<file path="config.mk">
export PLATFORM = sky130hd
export DESIGN_NAME = rggen_avalon_bridge
export DESIGN_NICKNAME = d
export VERILOG_FILES = /design/src/rtl/rggen_avalon_bridge.sv
export SDC_FILE = /design/constraint.sdc
export NUM_CORES = 1
export LEC_CHECK = 0
export BUFFER_PORTS_ARGS = -buffer_cell sky130_fd_sc_hd__buf_2
export CAP_MARGIN = 20
export CORE_ASPECT_RATIO = 0.5
export CORE_MARGIN = 10
export CORE_UTILIZATION = 40
export DETAILED_ROUTE_END_ITERATION = 16
export GPL_ROUTABILITY_DRIVEN = 0
export PLACE_DENSITY = 0.72
export SETUP_SLACK_MARGIN = 0.05
export SLEW_MARGIN = 40
export SYNTH_ARGS = -nofsm -noshare
export SYNTH_HDL_FRONTEND = slang
export SYNTH_SLANG_ARGS = --single-unit
</file>
<file path="constraint.sdc">
create_clock -name i_clk -period 2.1 [get_ports i_clk]
set_input_delay 0 -clock i_clk [delete_from_list [all_inputs] [get_ports i_clk]]
set_output_delay 0 -clock i_clk [all_outputs]
set_load 0.005 [all_outputs]
</file>
<file path="src/rtl/rggen_avalon_bridge.sv">
// Registered Avalon-MM bridge in front of the RgGen Avalon adapter, with one transaction in flight.
// Optional downstream timeout abort is enabled by defining RGGEN_AVALON_BRIDGE_TIMEOUT_EN.
module rggen_avalon_bridge #(
  parameter int                        ADDRESS_WIDTH     = 8,
  parameter int                        BUS_WIDTH         = 32,
  parameter int                        TIMEOUT_CYCLES    = 256,
  parameter logic [BUS_WIDTH-1:0]      DEFAULT_READ_DATA = '0
) (
  input  logic                         i_clk,
  input  logic                         i_rst_n,
  input  logic                         i_s_read,
  input  logic                         i_s_write,
  input  logic [ADDRESS_WIDTH-1:0]     i_s_address,
  input  logic [BUS_WIDTH-1:0]         i_s_writedata,
  input  logic [BUS_WIDTH/8-1:0]       i_s_byteenable,
  output logic                         o_s_waitrequest,
  output logic [BUS_WIDTH-1:0]         o_s_readdata,
  output logic [1:0]                   o_s_response,
  output logic                         o_m_read,
  output logic                         o_m_write,
  output logic [ADDRESS_WIDTH-1:0]     o_m_address,
  output logic [BUS_WIDTH-1:0]         o_m_writedata,
  output logic [BUS_WIDTH/8-1:0]       o_m_byteenable,
  input  logic                         i_m_waitrequest,
  input  logic [BUS_WIDTH-1:0]         i_m_readdata,
  input  logic [1:0]                   i_m_response
);

  typedef enum logic [1:0] {
    IDLE = 2'd0,
    REQ  = 2'd1,
    RSP  = 2'd2
  } state_t;

  state_t state;
  state_t state_next;
  logic   capture;
  logic   ack;
  logic   abort;
  logic   timeout_hit;

`ifdef RGGEN_AVALON_BRIDGE_TIMEOUT_EN
  localparam int CNT_W = $clog2(TIMEOUT_CYCLES);

  logic [CNT_W-1:0] timeout_count;

  // Counter holds the number of REQ cycles already spent waiting.
  always_ff @(posedge i_clk or negedge i_rst_n) begin
    if (!i_rst_n) begin
      timeout_count <= '0;
    end else if (capture) begin
      timeout_count <= '0;
    end else if ((state == REQ) && i_m_waitrequest) begin
      timeout_count <= timeout_count + 1'b1;
    end
  end

  assign timeout_hit = (state == REQ) && i_m_waitrequest &&
                       (timeout_count == CNT_W'(TIMEOUT_CYCLES - 1));
`else
  logic unused_timeout;
  assign unused_timeout = ^TIMEOUT_CYCLES;
  assign timeout_hit    = 1'b0;
`endif

  always_ff @(posedge i_clk or negedge i_rst_n) begin
    if (!i_rst_n) begin
      state <= IDLE;
    end else begin
      state <= state_next;
    end
  end

  always_comb begin
    state_next = state;
    capture    = 1'b0;
    ack        = 1'b0;
    abort      = 1'b0;
    case (state)
      IDLE: begin
        if (i_s_read || i_s_write) begin
          capture    = 1'b1;
          state_next = REQ;
        end
      end
      REQ: begin
        // An ack arriving on the expiry cycle takes precedence over the abort.
        if (!i_m_waitrequest) begin
          ack        = 1'b1;
          state_next = RSP;
        end else if (timeout_hit) begin
          abort      = 1'b1;
          state_next = RSP;
        end
      end
      RSP: begin
        state_next = IDLE;
      end
      default: begin
        state_next = IDLE;
      end
    endcase
  end

  always_ff @(posedge i_clk or negedge i_rst_n) begin
    if (!i_rst_n) begin
      o_m_read       <= 1'b0;
      o_m_write      <= 1'b0;
      o_m_address    <= '0;
      o_m_writedata  <= '0;
      o_m_byteenable <= '0;
      o_s_readdata   <= '0;
      o_s_response   <= 2'b00;
    end else begin
      if (capture) begin
        // Read wins when both strobes are set; write data is still latched.
        o_m_read       <= i_s_read;
        o_m_write      <= !i_s_read;
        o_m_address    <= i_s_address;
        o_m_writedata  <= i_s_writedata;
        o_m_byteenable <= i_s_byteenable;
      end
      if (ack || abort) begin
        o_m_read  <= 1'b0;
        o_m_write <= 1'b0;
      end
      if (ack) begin
        o_s_readdata <= i_m_readdata;
        o_s_response <= i_m_response;
      end else if (abort) begin
        o_s_readdata <= DEFAULT_READ_DATA;
        o_s_response <= 2'b10;
      end
    end
  end

  assign o_s_waitrequest = (state != RSP);

endmodule

</file>
==> impl_table.tex <==
\begin{tabular}{lr}
\hline
Metric & Value \\
\hline
\multicolumn{2}{l}{\textbf{Worst setup path}} \\
\quad Reg-to-reg critical path endpoint & o\_s\_response[0] \\
\quad Number of cell instances on the worst register-to-register path & 3 \\
\quad Delay of the slowest critical-path stage & approximately 0.47 ns \\
\quad Reg2Reg Setup Slack & around 0.45 ns \\
\quad Worst-path cell with the longest stage delay & sky130\_fd\_sc\_hd\_\_dfrtp\_1 \\
\quad Reg2reg start & state[0] \\
\quad Crit path DAT & 1.86 ns \\
\quad Required time worst endpoint & approximately 2.3 ns \\
\quad Kind of start point of the critical path & flip-flop \\
\quad Nature of the critical path endpoint & flip-flop \\
\quad Critical Setup Path Class & reg -> reg \\
\quad Critical Path, Cell by Cell & nor3b\_4, buf\_4, mux2\_2 \\
\quad Critical-path maximum fanout & 34 \\
\multicolumn{2}{l}{\textbf{Route}} \\
\quad Average wire per standard cell & 17.7 um \\
\quad Sum of routed wire length over all layers & around 9.4 mm \\
\quad Vias/cell & 4.57 \\
\quad Via Count & 2441 \\
\quad Antenna-violating nets left & 0 \\
\quad Violation count after the first detailed-routing iteration & between 60 and 70 \\
\quad Iteration count of the initial detailed-routing pass & 4 \\
\quad DRC violations left & 0 \\
\multicolumn{2}{l}{\textbf{CTS}} \\
\quad CTS root buf & sky130\_fd\_sc\_hd\_\_clkbuf\_16 \\
\quad Clock transition at the register clock pins on the worst setup and hold paths after CTS & 0.06 ns \\
\quad Clock tree from TritonCTS & done \\
\quad TritonCTS Buffers & 9 \\
\quad Number of levels the H-tree was split into & 3 \\
\quad Sink Count & 82 \\
\quad Number of buffers on the longest clock path & 2 \\
\quad Insertion delay to the later sink of the worst-skew pair & 0.33 ns \\
\quad Resized cells post-CTS & 0 \\
\multicolumn{2}{l}{\textbf{Synthesis}} \\
\quad Synthesized area per cell & 17.0 um2 \\
\quad Synthesis Warnings & 0 \\
\quad Netlist area before placement & a little over 3000 um2 \\
\quad Cell type contributing the most total cell area after synthesis & sky130\_fd\_sc\_hd\_\_dfrtp\_1 \\
\quad Number of synthesized register bits & 82 \\
\quad Net Count, Synth & about 270 \\
\quad Post-synthesis sequential area ratio & about two thirds \\
\quad Number of library cell types mapped by synthesis & 16 \\
\quad Proportion of netlist area held by the largest area contributor & 66.3\% \\
\quad Synthesized netlist cell count & around 180 \\
\quad Cell types with the largest area share after synthesis & sky130\_fd\_sc\_hd\_\_dfrtp\_1 (66\%), sky130\_fd\_sc\_hd\_\_mux2\_2 (28\%), sky130\_fd\_sc\_hd\_\_buf\_6 (1.1\%) \\
\multicolumn{2}{l}{\textbf{Placement}} \\
\quad Cell area after placement & $\sim$4000 um2 \\
\quad Port Buffers & around 160 \\
\quad Detailed placement HPWL & 6.53 mm \\
\quad Placement Setup Slack & just under 0.5 ns \\
\multicolumn{2}{l}{\textbf{GRT}} \\
\quad Total congestion overflow & 0 \\
\quad Antenna violations before repair & 0 \\
\quad GRT Total Usage & between 10\% and 20\% \\
\quad Largest net degree at the start of global routing & between 50 and 60 \\
\quad Vias in the first global route & about 2700 \\
\quad First-pass GRT wire length & about 14 mm \\
\multicolumn{2}{l}{\textbf{Layout}} \\
\quad Layout Cell Area excl Fill & 5150 um2 \\
\quad Most frequent standard cell in the layout excluding fill and tap cells & sky130\_fd\_sc\_hd\_\_buf\_2 \\
\quad Syn-to-layout area delta & 66.4\% \\
\quad Commonest cells after routing, fill and taps aside & sky130\_fd\_sc\_hd\_\_buf\_2 (162), sky130\_fd\_sc\_hd\_\_dfrtp\_1 (82), sky130\_fd\_sc\_hd\_\_dlygate4sd3\_1 (81) \\
\quad Ant diodes & 0 \\
\quad Layout cells sized above 1 & about 60\% \\
\quad Final nets & slightly above 500 \\
\quad Number of filler cells placed in the layout & 525 \\
\multicolumn{2}{l}{\textbf{Outcome}} \\
\quad Outcome & complete, no violations \\
\multicolumn{2}{l}{\textbf{Min path}} \\
\quad Capture endpoint of the worst hold path & o\_m\_write \\
\quad Launch instance of the worst min-delay path & i\_s\_write \\
\quad Worst Hold Path Cells & 3 \\
\quad Hold WC Path Type & in -> reg \\
\multicolumn{2}{l}{\textbf{Timing}} \\
\quad RSZ-0062 raised after global routing & no \\
\quad F\_max & about 0.6 GHz \\
\quad Worst clock skew on the final layout & about 0.004 ns \\
\quad Final worst-path cycle share & 78.5\% \\
\quad Pin slew with the least headroom to its limit & between 0.6 and 0.7 ns \\
\quad Setup tns final & 0 ns \\
\quad Tmin final & 1.65 ns \\
\quad Final Hold Fails & 0 \\
\quad Final Worst Setup Slack & around 0.45 ns \\
\quad Final number of setup-violating endpoints & 0 \\
\quad Max-slew violation total from the final report & 0 \\
\quad Worst relative slew slack & 56.6\% \\
\multicolumn{2}{l}{\textbf{Die}} \\
\quad Die Wd & about 140 um \\
\quad Die area & roughly 12000 um2 \\
\quad Initial core utilization & a little over two fifths \\
\quad Core ar. & roughly 7400 um2 \\
\quad Die boundary height & $\sim$82 um \\
\quad Count of boundary I/O pins & approximately 160 \\
\quad Cell Rows & 22 \\
\multicolumn{2}{l}{\textbf{Power}} \\
\quad Static leakage & roughly 2.5 nW \\
\quad Pwr/cell area & $\sim$1400 nW/um2 \\
\quad Worst VDD drop & roughly 750 uV \\
\multicolumn{2}{l}{\textbf{Job}} \\
\quad Max-cap check violation count & 0 \\
\hline
\end{tabular}
power breakdown:
group	switching, mW	total, mW	leakage (nW)	internal (mW)
clock	0.555	1.63	0.151	1.07
combinational	1.08	2.63	1.35	1.55
sequential	0.420	2.81	0.963	2.39
total	2.06	7.08	2.46	5.02
worst max-delay path: cells and delay by family, from the launching register on:
kind                   cells  cell delay [ns]
DFF                        1             0.47
buffers and inverters      1             0.41
muxes                      1             0.39
and+or+nand+nor            1             0.24
sequential cells by signal, indices dropped and copies added, names as in the netlist:
signal / count
o_m_write: 1
o_m_read: 1
o_m_byteenable: 4
o_s_readdata: 32
state: 2
o_m_address: 8
o_m_writedata: 32
o_s_response: 2
Yosys cell counts, drive strengths merged:
master    n
nand2     1
a21oi     3
o21ai     1
nor3b     1
nor2      1
inv       3
a2bb2oi   1
o22ai     1
nand2b    1
buf       7
o21bai    1
mux2     78
o32ai     1
dfrtp    82
kinds of logic (layout without fill, tap and decap cells):
logic type	Yosys count	count (layout)	share of synthesized area, %
multiplexers	78	78	28.4
flip-flops	82	82	66.3
AND/OR/NAND/NOR	4	4	1.05
buffers and inverters	10	266	2.43
AO/OA/AOI/OAI	8	8	1.78
worst max-delay path by stage:
| stage | start | end | slack [ns] | cells after the start |
|---|---|---|---|---|
| final | state[0] | o_s_response[0] | 0.45 | 3 |
| after global routing | state[0] | o_s_readdata[11] | 0.36 | 3 |
| after CTS | state[0] | o_s_readdata[23] | 0.46 | 3 |
| after detailed placement | state[1] | o_s_response[0] | 0.49 | 3 |
| after global placement | state[1] | o_s_response[0] | 0.56 | 3 |
| after floorplan | state[1] | o_s_readdata[0] | 0.65 | 3 |
through the flow:
step                instances  hold slack [ns]  utilization [%]  power (mW)
finish                    534           0.0818             69.3        7.08
global route              534           0.0875             69.3        7.52
CTS                       534           0.0711             69.3        7.14
detailed placement        437           0.0772             54.1        5.36
global placement          437           0.0493             54.1        5.20
floorplan                 182           -0.296                -        4.11
per-layer routing:
metal	global-route usage (%)	part of all wire (%)	vias to the layer above
met5	0	0	-
met4	5.61	1.9	0
met3	5.35	4.6	19
met2	33.0	61	62
met1	14.2	32	1220
li1	-	-	1140
repair_timing:
item | 4_1_cts | 5_1_grt
setup buffers | 0 | 0
hold endpoints to repair | 131 | 0
endpoints found under the setup margin | 0 | 0
hold buffers | 81 | 0
cell type report:
class | count | area, um2 | share of cell area, %
Clock inverter | 2 | 60.1 | 1.17
Sequential cell | 82 | 2050 | 39.9
Clock buffer | 14 | 254 | 4.93
Multi-Input combinational cell | 90 | 973 | 18.9
Tap cell | 96 | 120 | 2.33
Inverter | 3 | 11.3 | 0.219
Timing Repair Buffer | 247 | 1680 | 32.6
No activity file was read; power rests on OpenSTA's default activity.
